<file path="src/rtl/mdu_iter_pkg.sv">
// Shared MDU encodings: op codes, FSM states and small op-class helpers.
// Latency: n/a (constants and pure functions only).
// Backpressure: n/a.
package mdu_iter_pkg;

    // Op codes driven by aludec into the MDU.
    localparam logic [2:0] MDU_OP_MULT  = 3'd0;
    localparam logic [2:0] MDU_OP_MULTU = 3'd1;
    localparam logic [2:0] MDU_OP_DIV   = 3'd2;
    localparam logic [2:0] MDU_OP_DIVU  = 3'd3;
    localparam logic [2:0] MDU_OP_MTHI  = 3'd4;
    localparam logic [2:0] MDU_OP_MTLO  = 3'd5;

    // FSM state encodings.
    localparam logic [1:0] MDU_ST_IDLE = 2'd0;
    localparam logic [1:0] MDU_ST_MUL  = 2'd1;
    localparam logic [1:0] MDU_ST_DIV  = 2'd2;
    localparam logic [1:0] MDU_ST_FIX  = 2'd3;

    // Ops that occupy the iterative datapath (and therefore stall the pipe).
    function automatic logic mdu_is_muldiv(input logic [2:0] op);
        return (op == MDU_OP_MULT) || (op == MDU_OP_MULTU) ||
               (op == MDU_OP_DIV)  || (op == MDU_OP_DIVU);
    endfunction

    // Ops whose operands are two's-complement.
    function automatic logic mdu_is_signed(input logic [2:0] op);
        return (op == MDU_OP_MULT) || (op == MDU_OP_DIV);
    endfunction

endpackage

</file>
<file path="src/rtl/mdu_iter_hilo_reg.sv">
// HI/LO architectural register pair with independent write enables.
// Latency: write visible on hi_o/lo_o one edge after the enable.
// Backpressure: none; writes always accepted.
// Ports: clk, resetn (async active-low clear), hi/lo write enables and data, hi_o/lo_o.
module mdu_iter_hilo_reg #(
    parameter int WIDTH = 32
) (
    input  logic             clk,
    input  logic             resetn,
    input  logic             hi_we_i,
    input  logic [WIDTH-1:0] hi_wd_i,
    input  logic             lo_we_i,
    input  logic [WIDTH-1:0] lo_wd_i,
    output logic [WIDTH-1:0] hi_o,
    output logic [WIDTH-1:0] lo_o
);

    logic [WIDTH-1:0] hi_q;
    logic [WIDTH-1:0] lo_q;

    always_ff @(posedge clk or negedge resetn) begin
        if (!resetn) begin
            hi_q <= '0;
            lo_q <= '0;
        end else begin
            if (hi_we_i) hi_q <= hi_wd_i;
            if (lo_we_i) lo_q <= lo_wd_i;
        end
    end

    assign hi_o = hi_q;
    assign lo_o = lo_q;

endmodule

</file>
<file path="src/rtl/mdu_iter.sv">
// Iterative MIPS multiply/divide unit (1 bit/cycle) with HI/LO; MTHI/MTLO in one cycle.
// Latency: mul/div result in HI/LO and done pulse WIDTH+1 edges after the start edge.
// Backpressure: stall freezes IF..EX while busy; starts arriving while busy are dropped.
// Ports: clk, resetn, start/op/a/b request, flush abort; busy, done, stall, hi, lo.
module mdu_iter
    import mdu_iter_pkg::*;
#(
    parameter int WIDTH = 32
) (
    input  logic             clk,
    input  logic             resetn,
    input  logic             start,
    input  logic [2:0]       op,
    input  logic [WIDTH-1:0] a,
    input  logic [WIDTH-1:0] b,
    input  logic             flush,
    output logic             busy,
    output logic             done,
    output logic             stall,
    output logic [WIDTH-1:0] hi,
    output logic [WIDTH-1:0] lo
);

    localparam int CW = $clog2(WIDTH + 1);

    logic [1:0]         state_q, state_d;
    logic [CW-1:0]      cnt_q, cnt_d;
    // MUL: {partial product, remaining multiplier bits}. DIV: low half shifts
    // dividend bits out at the top and quotient bits in at the bottom.
    logic [2*WIDTH-1:0] acc_q, acc_d;
    logic [WIDTH:0]     rem_q, rem_d;
    logic [WIDTH-1:0]   opnd_q, opnd_d;     // multiplicand or divisor magnitude
    logic               neg_res_q, neg_res_d;
    logic               neg_rem_q, neg_rem_d;
    logic               is_div_q, is_div_d;
    logic               done_q, done_d;

    logic               hi_we, lo_we;
    logic [WIDTH-1:0]   hi_wd, lo_wd;

    logic               op_signed;
    logic [WIDTH-1:0]   a_mag, b_mag;
    logic [WIDTH:0]     add_sum;
    logic [WIDTH:0]     shifted;
    logic               ge;
    logic [2*WIDTH-1:0] prod;
    logic [WIDTH-1:0]   quo, remv;

    assign op_signed = mdu_is_signed(op);
    assign a_mag     = (op_signed && a[WIDTH-1]) ? -a : a;
    assign b_mag     = (op_signed && b[WIDTH-1]) ? -b : b;

    assign add_sum = {1'b0, acc_q[2*WIDTH-1:WIDTH]} + (acc_q[0] ? {1'b0, opnd_q} : '0);

    // rem_q[WIDTH] is always 0 after a restore step; folding it into ge keeps
    // the compare correct even if it were not.
    assign shifted = {rem_q[WIDTH-1:0], acc_q[WIDTH-1]};
    assign ge      = rem_q[WIDTH] | (shifted >= {1'b0, opnd_q});

    assign prod = neg_res_q ? -acc_q : acc_q;
    assign quo  = neg_res_q ? -acc_q[WIDTH-1:0] : acc_q[WIDTH-1:0];
    assign remv = neg_rem_q ? -rem_q[WIDTH-1:0] : rem_q[WIDTH-1:0];

    always_comb begin
        state_d   = state_q;
        cnt_d     = cnt_q;
        acc_d     = acc_q;
        rem_d     = rem_q;
        opnd_d    = opnd_q;
        neg_res_d = neg_res_q;
        neg_rem_d = neg_rem_q;
        is_div_d  = is_div_q;
        done_d    = 1'b0;
        hi_we     = 1'b0;
        lo_we     = 1'b0;
        hi_wd     = '0;
        lo_wd     = '0;

        case (state_q)
            MDU_ST_IDLE: begin
                if (start && !flush) begin
                    case (op)
                        MDU_OP_MTHI: begin
                            hi_we = 1'b1;
                            hi_wd = a;
                        end
                        MDU_OP_MTLO: begin
                            lo_we = 1'b1;
                            lo_wd = a;
                        end
                        MDU_OP_MULT, MDU_OP_MULTU: begin
                            state_d   = MDU_ST_MUL;
                            cnt_d     = '0;
                            acc_d     = {{WIDTH{1'b0}}, b_mag};
                            opnd_d    = a_mag;
                            neg_res_d = op_signed & (a[WIDTH-1] ^ b[WIDTH-1]);
                            neg_rem_d = 1'b0;
                            is_div_d  = 1'b0;
                        end
                        MDU_OP_DIV, MDU_OP_DIVU: begin
                            state_d   = MDU_ST_DIV;
                            cnt_d     = '0;
                            acc_d     = {{WIDTH{1'b0}}, a_mag};
                            rem_d     = '0;
                            opnd_d    = b_mag;
                            // Divide by zero yields an all-ones quotient from the
                            // restoring loop; never negate it so lo stays all-ones.
                            neg_res_d = op_signed & (a[WIDTH-1] ^ b[WIDTH-1]) & (|b);
                            neg_rem_d = op_signed & a[WIDTH-1];
                            is_div_d  = 1'b1;
                        end
                        default: ;
                    endcase
                end
            end
            MDU_ST_MUL: begin
                acc_d = {add_sum, acc_q[WIDTH-1:1]};
                cnt_d = cnt_q + 1'b1;
                if (cnt_q == CW'(WIDTH - 1)) state_d = MDU_ST_FIX;
            end
            MDU_ST_DIV: begin
                rem_d = ge ? (shifted - {1'b0, opnd_q}) : shifted;
                acc_d = {acc_q[2*WIDTH-1:WIDTH], acc_q[WIDTH-2:0], ge};
                cnt_d = cnt_q + 1'b1;
                if (cnt_q == CW'(WIDTH - 1)) state_d = MDU_ST_FIX;
            end
            default: begin // MDU_ST_FIX
                state_d = MDU_ST_IDLE;
                done_d  = 1'b1;
                hi_we   = 1'b1;
                lo_we   = 1'b1;
                if (is_div_q) begin
                    hi_wd = remv;
                    lo_wd = quo;
                end else begin
                    hi_wd = prod[2*WIDTH-1:WIDTH];
                    lo_wd = prod[WIDTH-1:0];
                end
            end
        endcase

        // Flush aborts any in-flight op, including its final write.
        if (flush && state_q != MDU_ST_IDLE) begin
            state_d = MDU_ST_IDLE;
            done_d  = 1'b0;
            hi_we   = 1'b0;
            lo_we   = 1'b0;
        end
    end

    always_ff @(posedge clk or negedge resetn) begin
        if (!resetn) begin
            state_q   <= MDU_ST_IDLE;
            cnt_q     <= '0;
            acc_q     <= '0;
            rem_q     <= '0;
            opnd_q    <= '0;
            neg_res_q <= 1'b0;
            neg_rem_q <= 1'b0;
            is_div_q  <= 1'b0;
            done_q    <= 1'b0;
        end else begin
            state_q   <= state_d;
            cnt_q     <= cnt_d;
            acc_q     <= acc_d;
            rem_q     <= rem_d;
            opnd_q    <= opnd_d;
            neg_res_q <= neg_res_d;
            neg_rem_q <= neg_rem_d;
            is_div_q  <= is_div_d;
            done_q    <= done_d;
        end
    end

    mdu_iter_hilo_reg #(.WIDTH(WIDTH)) u_hilo_reg (
        .clk     (clk),
        .resetn  (resetn),
        .hi_we_i (hi_we),
        .hi_wd_i (hi_wd),
        .lo_we_i (lo_we),
        .lo_wd_i (lo_wd),
        .hi_o    (hi),
        .lo_o    (lo)
    );

    assign busy  = (state_q != MDU_ST_IDLE);
    assign done  = done_q;
    assign stall = busy | (start & mdu_is_muldiv(op));

endmodule

</file>
<file path="config.mk">
export PLATFORM = sky130hd
export DESIGN_NAME = mdu_iter
export DESIGN_NICKNAME = d
export VERILOG_FILES = /design/src/rtl/mdu_iter_pkg.sv /design/src/rtl/mdu_iter_hilo_reg.sv /design/src/rtl/mdu_iter.sv
export SDC_FILE = /design/constraint.sdc
export NUM_CORES = 1
export LEC_CHECK = 0
export CORE_UTILIZATION = 65
export CTS_CLUSTER_SIZE = 16
export DETAILED_ROUTE_END_ITERATION = 8
export PLACE_DENSITY = 0.86
export SLEW_MARGIN = 25
export SYNTH_ARGS = -nofsm -noshare
export SYNTH_HDL_FRONTEND = slang
export SYNTH_SLANG_ARGS = --single-unit
</file>
<file path="constraint.sdc">
create_clock -name clk -period 7.01 [get_ports clk]
set_input_delay 1.402 -clock clk [delete_from_list [all_inputs] [get_ports clk]]
set_output_delay 1.402 -clock clk [all_outputs]
set_load 0.03 [all_outputs]
</file>
==> results.toml <==
[die]
ioPinCount = 138
die_w_um = 161.5
fp.coreArea_mm2 = 0.02504
row_count = 58
dieArea_mm2 = 0.02609
die_y_um = 161.5
initial_core_util_pct = 66.07

[global_route]
grt_max_degree = 83
track_usage_pct = 45.52
grt_pass1_vias = 15730
grt_overflow = 0
antenna_found_initial = 0
grt_pass1_wl_mm = 90.99

[run]
drv_cap = 0

[power_and_ir_drop]
switchingPower_w = 0.003812
power.internal_w = 0.003903
p_total_w = 0.007715
comb_power_share_pct = 55.2
ir_drop_mv = 0.3274
power_leakage_nw = 8.082
swShare_pct = 49.41
p_seq_share_pct = 28.2
powerDensity_mw_per_mm2 = 410.4
clkPwrFrac_pct = 16.6

[critical_path]
critical_path_class = "primary input to flop"
path_max_fanout = 50
crit_path_start_kind = "primary input"
critPathArrivalTime_ns = 5.09
crit_path_end_kind = "flop"
r2r_slack_ns = 2.53
crit_required_ns = 7.46

[timing]
worst_slew_pin_slew_ns = 1.059
finalSetupViolations = 0
hold_viol = 0
tns_ns = 0
period_share_pct = 66.22
timing.final.max_slew_violations = 0
max_freq_mhz = 215.4
min_period_ns = 4.642
grt_setup_unrepaired = "false"
fin_skew_ns = 0.02302
relSlewSlack_pct = 29.16

[clocking]
cts_buffers = 24
cts_max_level = 1
cts_resized = 0
cts_sinks = 205
cts_tree = "yes"
clock_latency_ns = 0.54
post-cts-setup-buffer-count = 0
cts.path.max_buffers = 3
clk_pin_slew_ns = 0.06
cts_hold_buf = 0
cts-root-buf = "clkbuf_16"

[synthesis]
synth_top_area_share_pct = 31.01
synth.largest_area_cell = "dfrtp_1"
ys_types = 70
synth.area.mux_share_pct = 2.194
ys_ff_latch = 205
synthArstFlopShare_pct = 100.0
synth_edf_count = 0
synth_xor_area_share_pct = 10.22
synthTopCellsByArea = "dfrtp_1 31%, o21ai_0 7.8%, nand2_1 6.6%, xnor2_1 6.4%, ha_1 5.5%"
synth_top_family_by_area = "compound AO/OA/AOI/OAI gates"
yosysMostFrequentCell = "nand2_1"
ys.warnings.count = 0
synth_cells = 2101
synth_common_cells = "289 x nand2_1, 259 x o21ai_0, 205 x dfrtp_1, 167 x nor2_1, 129 x a21oi_1"
synth_compound_area_share_pct = 26.87
syn_avg_cell_area_um2 = 7.873
syn_area_mm2 = 0.01654
synthesis.nets = 2247
ys_seq_area_share_pct = 31.01
synthFlopType = "dfrtp_1"
synthSimpleGateAreaFrac_pct = 19.33
synthAdderAreaFrac_pct = 5.764

[routing]
ant_nets = 0
num_vias = 17400
wl_per_cell_um = 24.14
firstDrtPassIters = 9
wl_mm = 60.21
drc = 19
drt_iter0_drc = 2942
viasPerCell = 6.977

[status]
outcome = "complete, but fails checks"
violations = "design-rule violations"

[final_layout]
fill_cells = 1920
fin_cells = 2494
syn2layout_area_growth_pct = 13.65
diodes = 0
drive_gt1_share_pct = 4.020
nets = 2295
utilization_pct = 75.09

[placement]
port_buffers = 137
hpwlAfterDp_mm = 44.98
dp.cells = 2453
place_congestion = 1.025

[worst_hold_path]
hold_class = "flop to flop"
layer usage:
| layer | vias to the layer above | wire [µm] | GRT usage (%) |
|---|---|---|---|
| li1 | 7743 | - | - |
| met1 | 8120 | 23460 | 64.15 |
| met2 | 1340 | 24900 | 65.52 |
| met3 | 198 | 8911 | 12.53 |
| met4 | 0 | 2941 | 19.17 |
| met5 | - | 0 | 0 |
sequential cells by signal, indices dropped and copies added (netlist names):
signal           count
acc_q               64
cnt_q                6
done                 1
is_div_q             1
neg_rem_q            1
neg_res_q            1
opnd_q              32
rem_q               33
state_q              2
u_hilo_reg.hi_o     32
u_hilo_reg.lo_o     32
cell type report:
class / count / area (µm²) / area share [%]
clock buffers: 30 / 674.4 / 3.587
clock inverters: 11 / 111.4 / 0.5923
inverters: 72 / 270.3 / 1.438
multi-input cells: 1693 / 10700 / 56.94
flip-flops and latches: 205 / 5131 / 27.29
well taps: 330 / 412.9 / 2.196
repair buffers: 153 / 1495 / 7.953
cell usage in the layout (no fill, tap or decap), drive strengths merged, types with 6 or more instances in the layout:
cell type	n
nand2	289
o21ai	262
dfrtp	205
nor2	167
clkdlybuf4s50	136
a21oi	129
xnor2	121
ha	73
xor2	72
inv	71
a22oi	46
nand3	41
o31ai	40
or3	37
nor3	34
mux2i	34
a21o	33
a222oi	31
clkbuf	31
nor4	21
a221oi	18
nand4	16
buf	16
o41ai	16
a31oi	15
a211oi	15
nand2b	14
and3	13
or4	13
a221o	12
nor2b	12
o211ai	11
and2	10
clkinv	9
or2	8
o311ai	8
nand3b	7
o21bai	7
o22ai	6
per-stage QoR:
step	setup slack [ns]	hold slack [ns]	instance area, µm²
final	2.368	0.4844	18800
after global routing	2.321	0.5037	18800
after CTS	2.497	0.4860	18790
after detailed placement	1.961	0.4723	18000
after global placement	2.118	0.4597	18000
after floorplan	3.405	0.4497	16540
cells by family (layout without fill, tap and decap cells):
family	after synthesis	count (layout)
XOR/XNOR	193	193
AO/OA/AOI/OAI	693	693
AND/OR/NAND/NOR	696	696
multiplexers	36	36
buffers and inverters	203	266
adder cells (fa/ha/maj)	75	75
flip-flops	205	205
critical path: stages:
cell             delay, ns
clkdlybuf4s50_1       0.42
buf_4                 0.29
or3b_2                0.56
nor2_1                0.17
nor2_1                0.06
nor2_1                0.77
nand2_1               0.44
a211oi_1              0.73
a221o_1               0.22
worst paths after layout:
path | startpoint | to | cells past startpoint
max | op[1] | u_hilo_reg.hi_o[23] | 9
min | opnd_q[7] | opnd_q[7] | 1
max reg2reg | acc_q[0] | u_hilo_reg.hi_o[10] | 10
min reg2reg | opnd_q[7] | opnd_q[7] | 1
max in group asynchronous | resetn | rem_q[7] | 2
min in group asynchronous | resetn | acc_q[57] | 1
power groups by stage:
stage	clock network [W]	logic [W]	registers [W]
3_5_place_dp	0	0.00409	0.00215
6_report	0.00128	0.00426	0.00218
5_1_grt	0.00131	0.00458	0.00221
3_3_place_gp	0	0.00398	0.00213
2_1_floorplan	0	0.00270	0.00217
4_1_cts	0.00127	0.00413	0.00214
Power figures use the tool's default switching activity.
